--- src/rtl/sap_out_display_if.sv ---
// SAP-1 output-port bundle: bus/strobe inputs and the display/status outputs.
// The slave side is the output port itself; the master side drives the bus.
interface sap_out_display_if;
  logic [7:0] bus_i;
  logic       load_en_i;
  logic [7:0] out_reg_o;
  logic       busy_o;
  logic [6:0] seg_o;
  logic [3:0] an_o;

  modport master (
    output bus_i, load_en_i,
    input  out_reg_o, busy_o, seg_o, an_o
  );

  modport slave (
    input  bus_i, load_en_i,
    output out_reg_o, busy_o, seg_o, an_o
  );
endinterface

--- src/rtl/sap_out_display.sv ---
// SAP-1 output register with sequential double-dabble BCD conversion and a
// 4-digit multiplexed 7-segment driver. Define SAP_OUT_SIGNED_EN for two's-complement display.
module sap_out_display #(
  parameter int REFRESH_W = 16
) (
  input  logic              clk_i,
  input  logic              rstn_i,
  sap_out_display_if.slave  io
);

  typedef enum logic [1:0] {IDLE, CONV, DONE} state_t;

  localparam logic [3:0] CODE_BLANK = 4'hA;
  localparam logic [3:0] CODE_MINUS = 4'hB;

  state_t               state_q, state_d;
  logic [2:0]           iter_q;
  logic [7:0]           out_reg_q;
  logic [11:0]          bcd_q;
  logic [7:0]           src_q;
  logic [7:0]           mag;
  logic [3:0]           dig_q [4];
  logic [REFRESH_W-1:0] presc_q;
  logic [1:0]           idx_q, idx_d;
  logic [3:0]           an_q;
  logic [6:0]           seg_q;
  logic                 load;

  assign load = io.load_en_i;

  function automatic logic [11:0] dabble_adj(input logic [11:0] b);
    logic [11:0] r;
    r = b;
    for (int n = 0; n < 3; n++) begin
      if (r[n*4 +: 4] >= 4'd5) r[n*4 +: 4] = r[n*4 +: 4] + 4'd3;
    end
    return r;
  endfunction

  function automatic logic [6:0] seg_decode(input logic [3:0] code);
    logic [6:0] s;
    case (code)
      4'd0:       s = 7'h3F;
      4'd1:       s = 7'h06;
      4'd2:       s = 7'h5B;
      4'd3:       s = 7'h4F;
      4'd4:       s = 7'h66;
      4'd5:       s = 7'h6D;
      4'd6:       s = 7'h7D;
      4'd7:       s = 7'h07;
      4'd8:       s = 7'h7F;
      4'd9:       s = 7'h6F;
      CODE_MINUS: s = 7'h40;
      default:    s = 7'h00;
    endcase
    return s;
  endfunction

`ifdef SAP_OUT_SIGNED_EN
  logic signed [7:0] bus_s;
  logic              sign_q;
  assign bus_s = io.bus_i;
  // 0x80 negates to itself, which read unsigned is the desired 128
  assign mag = bus_s[7] ? 8'(-bus_s) : io.bus_i;
`else
  assign mag = io.bus_i;
`endif

  always_comb begin
    state_d = state_q;
    if (load) begin
      state_d = CONV;
    end else begin
      case (state_q)
        CONV:    if (iter_q == 3'd7) state_d = DONE;
        DONE:    state_d = IDLE;
        default: state_d = IDLE;
      endcase
    end
  end

  assign idx_d = (&presc_q) ? idx_q + 2'd1 : idx_q;

  // Conversion scratch is pure data: fully rewritten on every load.
  always_ff @(posedge clk_i) begin
    if (load) begin
      bcd_q <= '0;
      src_q <= mag;
    end else if (state_q == CONV) begin
      {bcd_q, src_q} <= {dabble_adj(bcd_q)[10:0], src_q, 1'b0};
    end
  end

  always_ff @(posedge clk_i or negedge rstn_i) begin
    if (!rstn_i) begin
      state_q   <= IDLE;
      iter_q    <= '0;
      out_reg_q <= '0;
      dig_q[0]  <= 4'd0;
      dig_q[1]  <= CODE_BLANK;
      dig_q[2]  <= CODE_BLANK;
      dig_q[3]  <= CODE_BLANK;
`ifdef SAP_OUT_SIGNED_EN
      sign_q    <= 1'b0;
`endif
    end else begin
      state_q <= state_d;
      if (load) begin
        out_reg_q <= io.bus_i;
        iter_q    <= '0;
`ifdef SAP_OUT_SIGNED_EN
        sign_q    <= io.bus_i[7];
`endif
      end else if (state_q == CONV) begin
        iter_q <= iter_q + 3'd1;
      end
      // A load on the DONE edge pre-empts the update so the stale result never shows.
      if (state_q == DONE && !load) begin
        dig_q[0] <= bcd_q[3:0];
        dig_q[1] <= (bcd_q[11:8] == 4'd0 && bcd_q[7:4] == 4'd0) ? CODE_BLANK : bcd_q[7:4];
        dig_q[2] <= (bcd_q[11:8] == 4'd0) ? CODE_BLANK : bcd_q[11:8];
`ifdef SAP_OUT_SIGNED_EN
        dig_q[3] <= sign_q ? CODE_MINUS : CODE_BLANK;
`endif
      end
    end
  end

  // Scan: an and seg are registered from the same next index so they stay aligned.
  always_ff @(posedge clk_i or negedge rstn_i) begin
    if (!rstn_i) begin
      presc_q <= '0;
      idx_q   <= '0;
      an_q    <= 4'b1110;
      seg_q   <= 7'h3F;
    end else begin
      presc_q <= presc_q + REFRESH_W'(1);
      idx_q   <= idx_d;
      an_q    <= ~(4'b0001 << idx_d);
      seg_q   <= seg_decode(dig_q[idx_d]);
    end
  end

  assign io.out_reg_o = out_reg_q;
  assign io.busy_o    = (state_q != IDLE);
  assign io.an_o      = an_q;
  assign io.seg_o     = seg_q;

endmodule

--- src/flat_wrapper.sv ---
// flat-port wrapper written by rule: the top's interface ports become plain ports
module sap_out_display_flat 
#(
  parameter int REFRESH_W = 16
)
  (clk_i, rstn_i, io_bus_i, io_load_en_i, io_out_reg_o, io_busy_o, io_seg_o, io_an_o);
  sap_out_display_if io_i ();
  input  logic clk_i;
  input  logic rstn_i;
  input wire logic [$bits(io_i.bus_i)-1:0] io_bus_i;
  input wire logic [$bits(io_i.load_en_i)-1:0] io_load_en_i;
  output wire logic [$bits(io_i.out_reg_o)-1:0] io_out_reg_o;
  output wire logic [$bits(io_i.busy_o)-1:0] io_busy_o;
  output wire logic [$bits(io_i.seg_o)-1:0] io_seg_o;
  output wire logic [$bits(io_i.an_o)-1:0] io_an_o;
  assign io_i.bus_i = io_bus_i;
  assign io_i.load_en_i = io_load_en_i;
  assign io_out_reg_o = io_i.out_reg_o;
  assign io_busy_o = io_i.busy_o;
  assign io_seg_o = io_i.seg_o;
  assign io_an_o = io_i.an_o;
  sap_out_display #(.REFRESH_W(REFRESH_W)) u_core (.clk_i(clk_i), .rstn_i(rstn_i), .io(io_i));
endmodule
--- config.mk ---
export PLATFORM = sky130hd
export DESIGN_NAME = sap_out_display_flat
export DESIGN_NICKNAME = d
export VERILOG_FILES = /design/src/rtl/sap_out_display_if.sv /design/src/rtl/sap_out_display.sv /design/src/flat_wrapper.sv
export SDC_FILE = /design/constraint.sdc
export NUM_CORES = 1
export LEC_CHECK = 0
export BUFFER_PORTS_ARGS = -buffer_cell sky130_fd_sc_hd__buf_4
export CELL_PAD_IN_SITES_DETAIL_PLACEMENT = 2
export CELL_PAD_IN_SITES_GLOBAL_PLACEMENT = 2
export CORE_ASPECT_RATIO = 1.2
export CORE_MARGIN = 2
export CORE_UTILIZATION = 39
export CTS_BUF_LIST = sky130_fd_sc_hd__clkbuf_4
export DETAILED_ROUTE_END_ITERATION = 10
export PLACE_DENSITY_LB_ADDON = 0.3
export SLEW_MARGIN = 20
export SYNTH_ARGS = -nofsm -noshare
export SYNTH_HDL_FRONTEND = slang
export SYNTH_SLANG_ARGS = --single-unit
--- constraint.sdc ---
create_clock -name clk_i -period 3.35 [get_ports clk_i]
set_input_delay 0.67 -clock clk_i [delete_from_list [all_inputs] [get_ports clk_i]]
set_output_delay 0.67 -clock clk_i [all_outputs]
set_load 0.01 [all_outputs]
Yosys cells after proc, flatten, opt, wreduce, memory -nomap -nowiden
Memory sizes are Yosys's and may differ from the RTL's. A register that Yosys moved wholly into a read port is not among the register bits.
Index checks and enable logic that the tools add are counted.

operators by class
  add/sub/neg operators = 6
  $lt $le $gt $ge = 4
  reduce and logical (&&, ||, !) cells = 9
  muxes and demuxes = 16
  bitwise gates (word level) = 2
  equality and inequality tests = 4
  shift-type cells = 1

operators by type and width
  kind                                                                     number
  4-bit two-way mux                                                        6
  16-bit by 1-bit adder with 16-bit output, second input constant          1
  8-bit two-way mux                                                        2
  16-bit AND reduction                                                     1
  4-bit by 3-bit >= comparator with 1-bit output, second input constant    3
  3-bit two-way mux                                                        3
  4-bit by 2-bit adder with 4-bit output, second input constant            2
  4-bit binary-select mux with 2-bit select                                1
  4-bit logical NOT                                                        2
  2-bit two-way mux                                                        4
  4-bit inverter                                                           1
  2-bit nonzero test                                                       2
  1-bit by 2-bit left shift with 4-bit output, first input constant        1
  3-bit by 1-bit adder with 3-bit output, second input constant            1
  3-bit by 2-bit adder with 3-bit output, second input constant            1
  3-bit equality test, second input constant                               1
  3-bit >= comparator, second input constant                               1
  3-bit by 2-bit inequality test with 1-bit output, second input constant  1
  2-bit inverter with 3-bit output                                         1
  2-bit by 1-bit adder with 2-bit output, second input constant            1
  2-bit by 1-bit equality test with 1-bit output, second input constant    1
  2-bit equality test, second input constant                               1
  1-bit logical AND                                                        2
  1-bit logical NOT                                                        2

word-level totals
  output and inout port bits = 20
  bits of input ports = 11
  bits in registers = 67
  bits in read-only memories = 112
  memories = 1

memories
  name             depth  bits a word  rd ports  clocked after Yosys merged registers in  write ports  RTL line               RTL
  (no name shown)  16     7            1         1                                        0            sap_out_display.sv:42  case (code)

Depth between registers and ports, before layout
  depth in word-level cells = 6
  depth in mapped cells = 11

Worst setup path after synthesis
No wires, ideal clock.

  path kind = register to register
  start = register u_core.presc_q[0]
  end = register u_core.seg_q[6], in the netlist u_core.io.seg_o[6]
  clock period less this slack = 2.577 ns
  setup time = 0.082 ns
  path buffers = 1
  arrival = 2.494 ns
  stages on the path, launching flop included = 11
  path slack = 0.773 ns
  cells stage by stage = dfrtp_1 > ha_1 > nand4_1 > nor4_4 > buf_6 > mux2i_1 > nor3_4 > inv_1 > ha_1 > mux2_1 > o22ai_1

on the way
  word-level cells in the longest chain between the ends = 6

RTL lines
  item                                                    RTL line                RTL
  start, declared                                         sap_out_display.sv:23   logic [REFRESH_W-1:0] presc_q;
  start signal, assigned                                  sap_out_display.sv:137  presc_q <= presc_q + REFRESH_W'(1);
  16-bit AND reduction                                    sap_out_display.sv:82   assign idx_d = (&presc_q) ? idx_q + 2'd1 : idx_q;
  2-bit two-way mux                                       sap_out_display.sv:82
  2-bit inverter with 3-bit output (not written as such)  sap_out_display.sv:140  seg_q <= seg_decode(dig_q[idx_d]);
  4-bit binary-select mux with 2-bit select               sap_out_display.sv:140
  4-bit two-way mux (not written as such) (2 in a row)    sap_out_display.sv:140
  end, declared                                           sap_out_display.sv:26   logic [6:0] seg_q;

Every way passes these cells. The select of a mux whose other input is x is not followed.
A chain may end at the register's enable or synchronous reset.

Worst setup path in the final report
  start = register u_core.presc_q[0]
  end = register u_core.seg_q[3], in the netlist u_core.io.seg_o[3]

The elaborated chain is that of the path after synthesis.

==> metrics.md <==
| Metric | Value |
|---|---|
| Placed cells | 501 |
| CTS Buf Count | 9 |
| Final design utilization | 0.446 |
| Tightest Pin Transition | 1.02 ns |
| Synth warn | 4 |
| Setup CP Type | register to register |
| Site Rows | 38 |
| Net Sw Power | 421 µW |
| Cell count after synthesis | 364 |
| Number of synthesized register bits | 74 |
| Post-synthesis cell area | 3550 µm² |
| Non-Filler Instances | 517 |
| Crit path required time | 3.71 ns |
| Root buffer cell | clkbuf_4 |
| Drt initial violations | 73 |
| Multi-input combinational cell area | 1530 µm² |
| Min Clock Period, post-route | 2.83 ns |
| Seq/Total Area, Yosys | 0.521 |
| Layout cells sized above 1 | 0.174 |
| Leakage power total | 1.74 nW |
| Die X | 91.1 µm |
| Crit path buffers/inverters | 3 |
| GP Congestion | 0.776 |
| Fmax | 354 MHz |
| Internal power | 1.13 mW |
| Startpoint types | register |
| DIE HEIGHT | 109 µm |
| Residual DRC count | 0 |
| First-pass GRT wire length | 13900 µm |
| Routed Antenna Nets | 0 |
| Setup Viol. Count Final | 0 |
| EDFF count, synth | 8 |
| Synth unique cells | 38 |
| Post-synthesis net count | 390 |
| Clock Power Share | 0.321 |
| Final hold violations | 0 |
| Post-Syn Area per Cell | 9.75 µm² |
| Hpwl dp | 5600 µm |
| N_diodes | 0 |
| CP delay by family, top | simple AND/OR/NAND/NOR gates |
| Worst path cell trace | ha_1, nand4_1, nor4_4, buf_4, mux2i_1, nor3_1, inv_1, ha_1, inv_1, mux2i_1, o22ai_1 |
| Reg2reg start | u_core.presc_q[0] |
| Reg-to-reg endpoint | u_core.io.seg_o[3] |
| Pre-antenna DRT Iters | 7 |
| Vias in the first global route | 2910 |
| Area Overhead vs Synth | 12.2% |
| Drt via density | 5.05 |
| Initial core utilization | 0.397 |
| Setup bufs post-CTS | 0 |
| Total track usage | 0.178 |
| Largest net degree at the start of global routing | 55 |
| Via count | 2609 |
| Combinational Power Share | 0.065 |
| R2R cell count | 11 |
| Fin. max-slew vios | 0 |
| R2r setup slk | 0.52 ns |
| Clk sink count | 74 |
| Post-Route WL | 7890 µm |
| Max Fanout on Critical Path | 14 |
| Worst Setup End Kind | register |
| Sequential share of power | 0.614 |
| VDD IR-drop max | 0.198 mV |
| Max Root-Sink Buffers | 2 |
| Hold_buf cts | 0 |
| Final Cycle Share | 0.843 |
| Resized Gates After CTS | 0 |
| Core box area | 8940 µm² |
| Power Dens Cells | 388 nW/µm² |
| Status | finished, final reports clean |
| I/O pin count | 31 |
| CTS tree | yes |
| CP max stage cell | nor3_1 |
| Crit path DAT | 3.19 ns |
| Worst clock skew | 0.0169 ns |
| PortBufs | 30 |
| Grt ovf | 0 |
| Sw frac | 0.272 |
| Initial antenna violation count | 0 |
| Number of fillers in the final layout | 1016 |
| Worst-path clk slew | 0.13 ns |
| Post-route cell area | 3980 µm² |
| Max Cap Viol | 0 |
| Final nets | 418 |
| Worst path max stage delay | 0.50 ns |
| Die ar. | 9880 µm² |
| Depth of the CTS H-tree | 3 |
| Slew headroom | 0.319 |
| Later-pin clock latency in the skew report | 0.44 ns |
| FF/Latch Area | 1850 µm² |
| Setup TNS | 0 ns |
| Hold Crit Class | primary input to asynchronous set/reset pin |
| Post-DP Area | 3870 µm² |
| Top_reg_cell synth | dfrtp_1 |
| Async SR Flop Fraction | 0.730 |
| Wire per inst | 15.3 µm |
| RSZ-0062 raised after global routing | false |
-- cell type report --
type | instances | share of cell area
clock buffer | 9 | 0.0170
tap | 120 | 0.0377
multi-input combinational | 246 | 0.383
inverter | 30 | 0.0283
sequential | 74 | 0.464
timing repair buffer | 31 | 0.0584
clock inverter | 7 | 0.0113
-- sequential cells by signal, summed over array words and instances, names as in the netlist --
name                 count
u_core.bcd_q            12
u_core.presc_q          16
u_core.state_q           2
u_core.io.seg_o          7
u_core.io.out_reg_o      8
u_core.dig_q            12
u_core.idx_q             2
u_core.src_q             8
u_core.io.an_o           4
u_core.iter_q            3
-- synth_stat cells (6+ instances only) --
| cell type | instances | area share |
|---|---|---|
| dfstp_2 | 13 | 0.096 |
| nand3_1 | 14 | 0.020 |
| ha_1 | 15 | 0.053 |
| o21ai_0 | 27 | 0.038 |
| clkbuf_1 | 11 | 0.012 |
| dfrtp_1 | 41 | 0.29 |
| edfxtp_1 | 8 | 0.068 |
| a21oi_1 | 19 | 0.027 |
| nand2b_1 | 8 | 0.014 |
| xor2_1 | 10 | 0.025 |
| nor3_1 | 6 | 0.0085 |
| nand2_1 | 68 | 0.072 |
| mux2i_1 | 14 | 0.039 |
| inv_1 | 30 | 0.032 |
| xnor2_1 | 12 | 0.030 |
| nor2_1 | 19 | 0.020 |
| dfxtp_1 | 12 | 0.068 |
-- through the flow --
step                      power [mW]  hold slack, ns  setup WS (ns)
after global placement          1.06           0.434          0.701
after detailed placement        1.07           0.466          0.541
after CTS                       1.58           0.262          0.490
final                           1.55           0.265          0.524
after global routing            1.63           0.276          0.251
after floorplan                 1.02           0.374          0.773
-- cell families (layout without fill, tap and decap cells) --
kind of cell               after synthesis  after routing  share of synthesized area
and+or+nand+nor                        133            133                      0.182
DFF                                     74             74                      0.521
AOI/OAI and AO/OA                       59             59                     0.0924
buffers and inverters                   44             77                     0.0490
xor gates and xnor gates                22             22                     0.0543
muxes                                   17             17                     0.0490
adders and majority gates               15             15                     0.0529
-- per-layer routing --
| layer | up-vias | global-route usage | routed length [µm] |
|---|---|---|---|
| li1 | 1254 | - | - |
| met1 | 1305 | 0.204 | 3360 |
| met2 | 37 | 0.322 | 4140 |
| met5 | - | 0 | 0 |
| met3 | 13 | 0.0404 | 232 |
| met4 | 0 | 0.0736 | 163 |
-- worst register-to-register path, cell delays in order, from the launching register on --
cell and delay, ns:
dfrtp_1 0.40, ha_1 0.27, nand4_1 0.21, nor4_4 0.29, buf_4 0.28, mux2i_1 0.11, nor3_1 0.50, inv_1 0.16
ha_1 0.24, inv_1 0.05, mux2i_1 0.08, o22ai_1 0.17
-- how the worst max path moves through the flow --
stage                                 start                 end  slack, ns  cells after the start
final                     u_core.presc_q[0]  u_core.io.seg_o[3]       0.52                     11
after global routing      u_core.presc_q[0]  u_core.io.seg_o[3]       0.25                     11
after CTS                 u_core.presc_q[0]  u_core.io.seg_o[3]       0.49                     10
after detailed placement  u_core.presc_q[0]  u_core.io.seg_o[3]       0.54                     10
after global placement    u_core.presc_q[0]  u_core.io.seg_o[6]       0.70                     10
after floorplan           u_core.presc_q[0]  u_core.io.seg_o[6]       0.77                     10
-- power groups by stage --
stage / Clock (mW) / Combinational [mW] / Sequential [mW]
detailed placement: 0 / 0.104 / 0.969
floorplan: 0 / 0.0491 / 0.968
CTS: 0.520 / 0.105 / 0.952
global route: 0.559 / 0.117 / 0.955
finish: 0.497 / 0.100 / 0.951
global placement: 0 / 0.0979 / 0.967
-- layout by cell type, fill, tap and decap left out, types with 5 or more instances in the layout --
cell type / instances
nor3_1: 6
clkbuf_4: 9
buf_4: 31
mux2i_1: 14
dfstp_2: 13
ha_1: 15
edfxtp_1: 8
nor2_1: 19
dfrtp_1: 41
xnor2_1: 12
a21oi_1: 19
nand2_1: 68
o22ai_1: 5
dfxtp_1: 12
xor2_1: 10
inv_1: 30
nand3_1: 14
o21ai_0: 27
nand2b_1: 8
Power figures use the tool's default switching activity.
